<file path="src/rtl/ram_sync.sv">
// ram_sync: parametrised single-port data RAM with byte lanes,
// registered read, range error flag and post-reset clear sequencer.
module ram_sync #(
   parameter int                    DATA_WIDTH     = 16,
   parameter int                    ADDR_WIDTH     = 16,
   parameter int                    DEPTH          = 256,
   parameter bit                    CLEAR_ON_RESET = 1'b1,
   parameter logic [DATA_WIDTH-1:0] INIT_VALUE     = '0
) (
   input  logic                    clock,
   input  logic                    reset,
   input  logic                    request,
   input  logic                    write_enable,
   input  logic [DATA_WIDTH/8-1:0] byte_enable,
   input  logic [ADDR_WIDTH-1:0]   address,
   input  logic [DATA_WIDTH-1:0]   write_data,
   output logic                    ready,
   output logic                    read_valid,
   output logic [DATA_WIDTH-1:0]   read_data,
   output logic                    error
);

   localparam int NB = DATA_WIDTH / 8;
   localparam int CW = (DEPTH > 1) ? $clog2(DEPTH) : 1;
   localparam logic [ADDR_WIDTH:0] DEPTH_W = (ADDR_WIDTH + 1)'(DEPTH);
   localparam logic [CW-1:0] LAST = CW'(DEPTH - 1);

   typedef enum logic {
      S_CLEAR,
      S_READY
   } state_t;

   localparam state_t RST_STATE = CLEAR_ON_RESET ? S_CLEAR : S_READY;

   state_t state;
   state_t state_nx;

   logic [CW-1:0]         counter;
   logic [DATA_WIDTH-1:0] mem [DEPTH];

   logic                  accept;
   logic                  in_range;
   logic                  mem_we;
   logic [NB-1:0]         mem_be;
   logic [CW-1:0]         mem_idx;
   logic [DATA_WIDTH-1:0] mem_wd;

   assign accept   = ready & request;
   assign in_range = {1'b0, address} < DEPTH_W;

   // State register; reset restarts the clear sequence
   always_ff @(posedge clock) begin
      if (!reset) begin
         state <= RST_STATE;
      end else begin
         state <= state_nx;
      end
   end

   // Next state: leave CLEAR after the last word has been written
   always_comb begin
      state_nx = state;
      unique case (state)
         S_CLEAR: if (counter == LAST) state_nx = S_READY;
         S_READY: state_nx = S_READY;
         default: state_nx = RST_STATE;
      endcase
   end

   // Clear address counter, advances once per clear write
   always_ff @(posedge clock) begin
      if (!reset) begin
         counter <= '0;
      end else if (state == S_CLEAR) begin
         counter <= counter + 1'b1;
      end
   end

   // Array write port shared by the clear sequencer and CPU stores
   always_comb begin
      mem_we  = 1'b0;
      mem_be  = '0;
      mem_idx = address[CW-1:0];
      mem_wd  = write_data;
      if (reset) begin
         unique case (state)
            S_CLEAR: begin
               mem_we  = 1'b1;
               mem_be  = '1;
               mem_idx = counter;
               mem_wd  = INIT_VALUE;
            end
            S_READY: begin
               if (accept && write_enable && in_range) begin
                  mem_we = 1'b1;
                  mem_be = byte_enable;
               end
            end
            default: mem_we = 1'b0;
         endcase
      end
   end

   // Byte-lane masked array update; reset leaves contents alone
   always_ff @(posedge clock) begin
      if (mem_we) begin
         for (int i = 0; i < NB; i++) begin
            if (mem_be[i]) begin
               mem[mem_idx][8*i +: 8] <= mem_wd[8*i +: 8];
            end
         end
      end
   end

   // Registered handshake, read result, valid and error strobes
   always_ff @(posedge clock) begin
      if (!reset) begin
         ready      <= 1'b0;
         read_valid <= 1'b0;
         read_data  <= '0;
         error      <= 1'b0;
      end else begin
         ready      <= (state_nx == S_READY);
         read_valid <= accept & ~write_enable;
         error      <= accept & ~in_range;
         if (accept && !write_enable) begin
            read_data <= in_range ? mem[address[CW-1:0]] : '0;
         end
      end
   end

endmodule

</file>
<file path="config.mk">
export PLATFORM = sky130hd
export DESIGN_NAME = ram_sync
export DESIGN_NICKNAME = d
export VERILOG_FILES = /design/src/rtl/ram_sync.sv
export SDC_FILE = /design/constraint.sdc
export NUM_CORES = 2
export LEC_CHECK = 0
export BUFFER_PORTS_ARGS = -buffer_cell sky130_fd_sc_hd__buf_4
export CAP_MARGIN = 20
export CORE_UTILIZATION = 25
export DETAILED_ROUTE_END_ITERATION = 12
export HOLD_SLACK_MARGIN = 0.05
export SYNTH_ARGS = -nofsm -noshare
export SYNTH_HDL_FRONTEND = slang
export SYNTH_SLANG_ARGS = --single-unit
</file>
<file path="constraint.sdc">
create_clock -name clock -period 8.06 [get_ports clock]
set_input_delay 0.806 -clock clock [delete_from_list [all_inputs] [get_ports clock]]
set_output_delay 0.806 -clock clock [all_outputs]
set_load 0.005 [all_outputs]
</file>
### Yosys cells after proc, flatten, opt, wreduce, memory -nomap -nowiden

Memories as Yosys holds them, arrays and structs flattened.
Cells that the tools add are included.

| operators by class | value |
|---|---|
| add/sub/neg operators | 1 |
| order comparisons | 1 |
| equal/unequal tests | 1 |
| muxes and demuxes | 19 |
| bitwise logic cells | 6 |
| reduce and logical (&&, ||, !) cells | 4 |

Operators by type and width:

| operator | count |
|---|---|
| 16-bit 2-to-1 mux | 3 |
| 16-bit by 9-bit < comparator with 1-bit output, second input constant | 1 |
| 8-bit 2-to-1 mux | 2 |
| 1-bit 2-to-1 mux | 9 |
| 8-bit by 1-bit adder with 8-bit output, second input constant | 1 |
| 8-bit equality test, second input constant | 1 |
| 2-bit 2-to-1 mux | 2 |
| 1-bit case mux with 2 select lines | 2 |
| 2-bit case mux with 2 select lines | 1 |
| 1-bit AND | 3 |
| 1-bit logical AND | 3 |
| 1-bit inverter | 3 |
| 1-bit logical NOT | 1 |

| storage, ports and cells | value |
|---|---|
| bits in registers | 27 |
| bits in writable memories | 4096 |
| output and inout port bits | 19 |
| memories kept | 1 |

Memories:

| name | words | bits a word | read ports | clocked after memory_dff | wr ports | line | source |
|---|---|---|---|---|---|---|---|
| mem | 256 | 16 | 1 | 0 | 1 | 39 | `logic [DATA_WIDTH-1:0] mem [DEPTH];` |

### Depth between registers and ports, before layout

| logic depth | value |
|---|---|
| depth in word-level cells | 9 |
| depth in mapped cells | 13 |
| depth with buffers taken out | 7 |

### Worst setup path before layout

No wires, ideal clock.

| timing | value |
|---|---|
| path kind | in2reg |
| start point | in reset |
| end point | mem mem[0][10] (data pin) |
| setup time | 0.870 ns |
| arrival time | 4.647 ns |
| required time | 7.190 ns |
| setup slack | 2.543 ns |
| stages on the path | 4 |
| path through | nand2b_1 -> clkbuf_1 -> clkbuf_1 -> and2_1 |

| between the ends | value |
|---|---|
| cells in the longest elaborated chain, start to end | 1 |

Ends and longest elaborated chain:

| element | line | source |
|---|---|---|
| from (decl) | 11 | `input logic reset,` |
| 16-bit 2-to-1 mux | 85 | `if (reset) begin` |
| via mem_wd[10] | 46 | `logic [DATA_WIDTH-1:0] mem_wd;` |
| to (decl) | 39 |  |

The timed path passes the listed nets, and every way through them passes these cells.

### Final worst setup path

| timing | value |
|---|---|
| start point | reg ready |
| end point | mem mem[228][7] (enable) |

| between the ends | value |
|---|---|
| cells in the longest elaborated chain, start to end | 9 |
| elaborated cells on any way between the ends | 15 |
| those cells by class | 11 x mux; 2 x bitwise; 2 x reduce/logical |

Ends and longest elaborated chain:

| element | line | source |
|---|---|---|
| from (decl) | 17 | `output logic ready,` |
| from (signal assigned) | 123 | `ready <= (state_nx == S_READY);` |
| 1-bit AND | 48 | `assign accept = ready & request;` |
| 1-bit logical AND (2 in a row) | 94 | `if (accept && write_enable && in_range) begin` |
| 2-bit 2-to-1 mux | 94 |  |
| 2-bit case mux with 2 select lines | 86 | `unique case (state)` |
| 2-bit 2-to-1 mux | 85 |  |
| 1-bit 2-to-1 mux | 108 | `if (mem_be[i]) begin` |
| 1-bit 2-to-1 mux | 106 | `if (mem_we) begin` |
| 1-bit 2-to-1 mux (not written as such) | 109 | `mem[mem_idx][8*i +: 8] <= mem_wd[8*i +: 8];` |

Parallel ways exist; a longest one is shown, timed or not.

==> flow_metrics.tcl <==
set metrics [dict create \
    post_cts_buffers 0 \
    cts_repair_resize_count 0 \
    syn-num-nets 7748 \
    dp_slack_ns 2.69 \
    grt_overflow 0 \
    hpwl_um 299000 \
    layout_commonest_cell "edfxtp_1" \
    wire_per_inst_um 29.4 \
    die_width_um 803 \
    worstMarginPinSlew_ns 1.28 \
    port_buffers 56 \
    cp_cell_sequence "buf_4 -> nor2b_2 -> nand3_1 -> o21ai_1 -> nor2b_1 -> nand2_1 -> nor2_1" \
    synthFlopType "edfxtp_1" \
    rsz0062_at_grt "no" \
    die-height_um 803 \
    holdWs_ns 0.201 \
    num_rows 293 \
    ys.warnings.count 0 \
    tritoncts "yes" \
    clkTransAtPathRegs_ns 0.06 \
    crit_slowest_cell "nor2_1" \
    p_comb_share_pct 5.2 \
    grt_pass1_wl_um 675000 \
    drt-initial-drc-count 13463 \
    clock_latency_ns 0.99 \
    clock_sinks 4123 \
    route.detailed.drc 0 \
    ctsLongestPathBuffers 4 \
    outcome "finished clean" \
    core_um2 638000 \
    wl_um 490000 \
    ant_nets 0 \
    syn_inst 7709 \
    synth_edf_count 4096 \
    start_util_pct 25.1 \
    min_path_type "in -> reg" \
    critPathRequiredTime_ns 8.62 \
    final_util_pct 28.9 \
    io-pin-count 57 \
    slew_headroom_pct 14.4 \
    synth_area_per_cell_um2 20.8 \
    ir_worst_vdd_mv 0.179 \
    p_sw_mw 10.0 \
    track_usage_pct 14.6 \
    grt_pass1_vias 81003 \
    final.period_utilization_pct 56.9 \
    p_sw_share_pct 22.1 \
    path_delay_family "simple AND/OR/NAND/NOR gates" \
    cap_violations 0 \
    cp_num_buf_inv 1 \
    p_seq_share_pct 51.9 \
    fin_setup_tns_ns 0 \
    die_area_um2 645000 \
    critical_path_class "reg -> reg" \
    synth-seq-area-share_pct 77.0 \
    synth-seq-cells 4123 \
    slowest_delay_ns 0.85 \
    grt_start_max_net_pins 151 \
    mostFrequentLayoutCells "edfxtp_1, mux4_2, nor2_1, clkbuf_16, mux2i_1" \
    clockPowerShare_pct 42.9 \
    syn2layout_area_growth_pct 15.0 \
    synth_async_sr_flop_share_pct 0 \
    intPower_mw 35.4 \
    mappedNetlistArea_um2 160000 \
    vias_per_cell 4.98 \
    layout-drive-gt1-share_pct 22.8 \
    clock_skew_ns 0.0625 \
    vias 83144 \
    cp-end-kind "flip-flop" \
    first_pass_iters 6 \
    ys_types 85 \
    cts_buffers 402 \
    hold_viol 0 \
    period_minus_slack_ns 4.59 \
    start_kind "flip-flop" \
    p_leak_nw 56.2 \
    slew_viol_final 0 \
    power_density_nw_per_um2 247 \
    hold_buffers 0 \
    finalSetupViolations 0 \
    worst_ep_arrival_time_ns 5.14 \
    crit_fanout 25 \
    fmax_mhz 218 \
    fin_nets 7942 \
    timing.final.ws_setup_ns 3.47 \
    ctsHtreeMaxLevel 5 \
    antenna_found_initial 38 \
    cts_root_buffer "clkbuf_16" \
    gp_congestion 0.853 \
]
-- power groups by stage --
stage	Combinational [mW]	Sequential (mW)	Clock (mW)
floorplan	1.27	24.1	0
CTS	2.32	23.6	19.6
detailed placement	2.32	24.1	0
global placement	2.31	24.1	0
finish	2.34	23.6	19.5
global route	2.39	23.6	20.4
-- final timing paths --
kind / start / end / slack [ns] / cells past startpoint
min: reset / ready$_SDFF_PN0_ / 0.20 / 2
min reg2reg: read_data[14]$_SDFFE_PN0P_ / read_data[14]$_SDFFE_PN0P_ / 0.48 / 2
max: ready$_SDFF_PN0_ / mem[228][7]$_DFFE_PP_ / 3.47 / 7
max reg2reg: ready$_SDFF_PN0_ / mem[228][7]$_DFFE_PP_ / 3.47 / 7
-- metal layers --
metal / vias to the layer above / track usage [%] / part of all wire, %
met3: 830 / 3.60 / 11
met1: 44339 / 20.0 / 39
met4: 6 / 4.99 / 3.8
met5: - / 0 / 0.0082
met2: 5423 / 22.8 / 46
li1: 32546 / - / -
-- synthesized netlist by cell type (13+ instances only) --
library cell | n | share of area, %
edfxtp_1 | 4096 | 77
mux4_2 | 891 | 13
nor2_1 | 586 | 1.4
mux2i_1 | 291 | 1.8
nand2_1 | 265 | 0.62
clkbuf_1 | 164 | 0.38
buf_2 | 141 | 0.44
o22ai_1 | 127 | 0.50
a22oi_1 | 112 | 0.52
a21oi_1 | 108 | 0.34
o21ai_0 | 84 | 0.26
buf_4 | 63 | 0.29
nor3_1 | 63 | 0.20
nand3_1 | 56 | 0.17
buf_6 | 55 | 0.39
o221ai_1 | 55 | 0.30
and2_1 | 36 | 0.14
a211oi_1 | 29 | 0.14
a31oi_1 | 29 | 0.11
a221oi_1 | 27 | 0.15
dfxtp_1 | 27 | 0.34
nor2b_1 | 27 | 0.11
buf_1 | 25 | 0.059
nand4_1 | 24 | 0.094
mux4_1 | 20 | 0.33
nand2b_1 | 19 | 0.074
a22o_1 | 18 | 0.098
nor4_1 | 18 | 0.070
mux2_2 | 17 | 0.12
buf_12 | 15 | 0.19
o211ai_1 | 15 | 0.070
and3_1 | 14 | 0.055
or3_1 | 14 | 0.055
a2111oi_0 | 13 | 0.071
buf_8 | 13 | 0.12
-- stage by stage --
stage	std cells	cell area, um^2	total power, mW
final	16686	184000	45.4
after global routing	16663	184000	46.4
after CTS	16659	184000	45.6
after detailed placement	15904	171000	26.4
after global placement	15897	171000	26.4
after floorplan	7709	160000	25.4
-- layout make-up --
cell class,instances,area (um^2)
Tap cell,8407,10500
Inverter,8,41.3
Clock buffer,471,10500
Fill cell,61799,454000
Sequential cell,4123,124000
Timing Repair Buffer,266,2500
Antenna cell,25,62.6
Clock inverter,284,3070
Multi-Input combinational cell,3102,34100
-- sequential cells by signal, indices dropped and copies added, names as in the netlist --
| register | cells |
|---|---|
| mem | 4096 |
| read_data | 16 |
| counter | 8 |
| error | 1 |
| read_valid | 1 |
| ready | 1 |
-- logic make-up after synthesis --
logic type               after synthesis  share of synthesized area (%)
AO/OA/AOI/OAI                        707                           3.05
buffers and inverters                484                           1.89
flip-flops                          4123                           77.0
multiplexers                        1219                           14.8
AND/OR/NAND/NOR                     1171                           3.20
XOR/XNOR                               4                         0.0218
adder cells (fa/ha/maj)                1                        0.00780
Power figures use the tool's default switching activity.
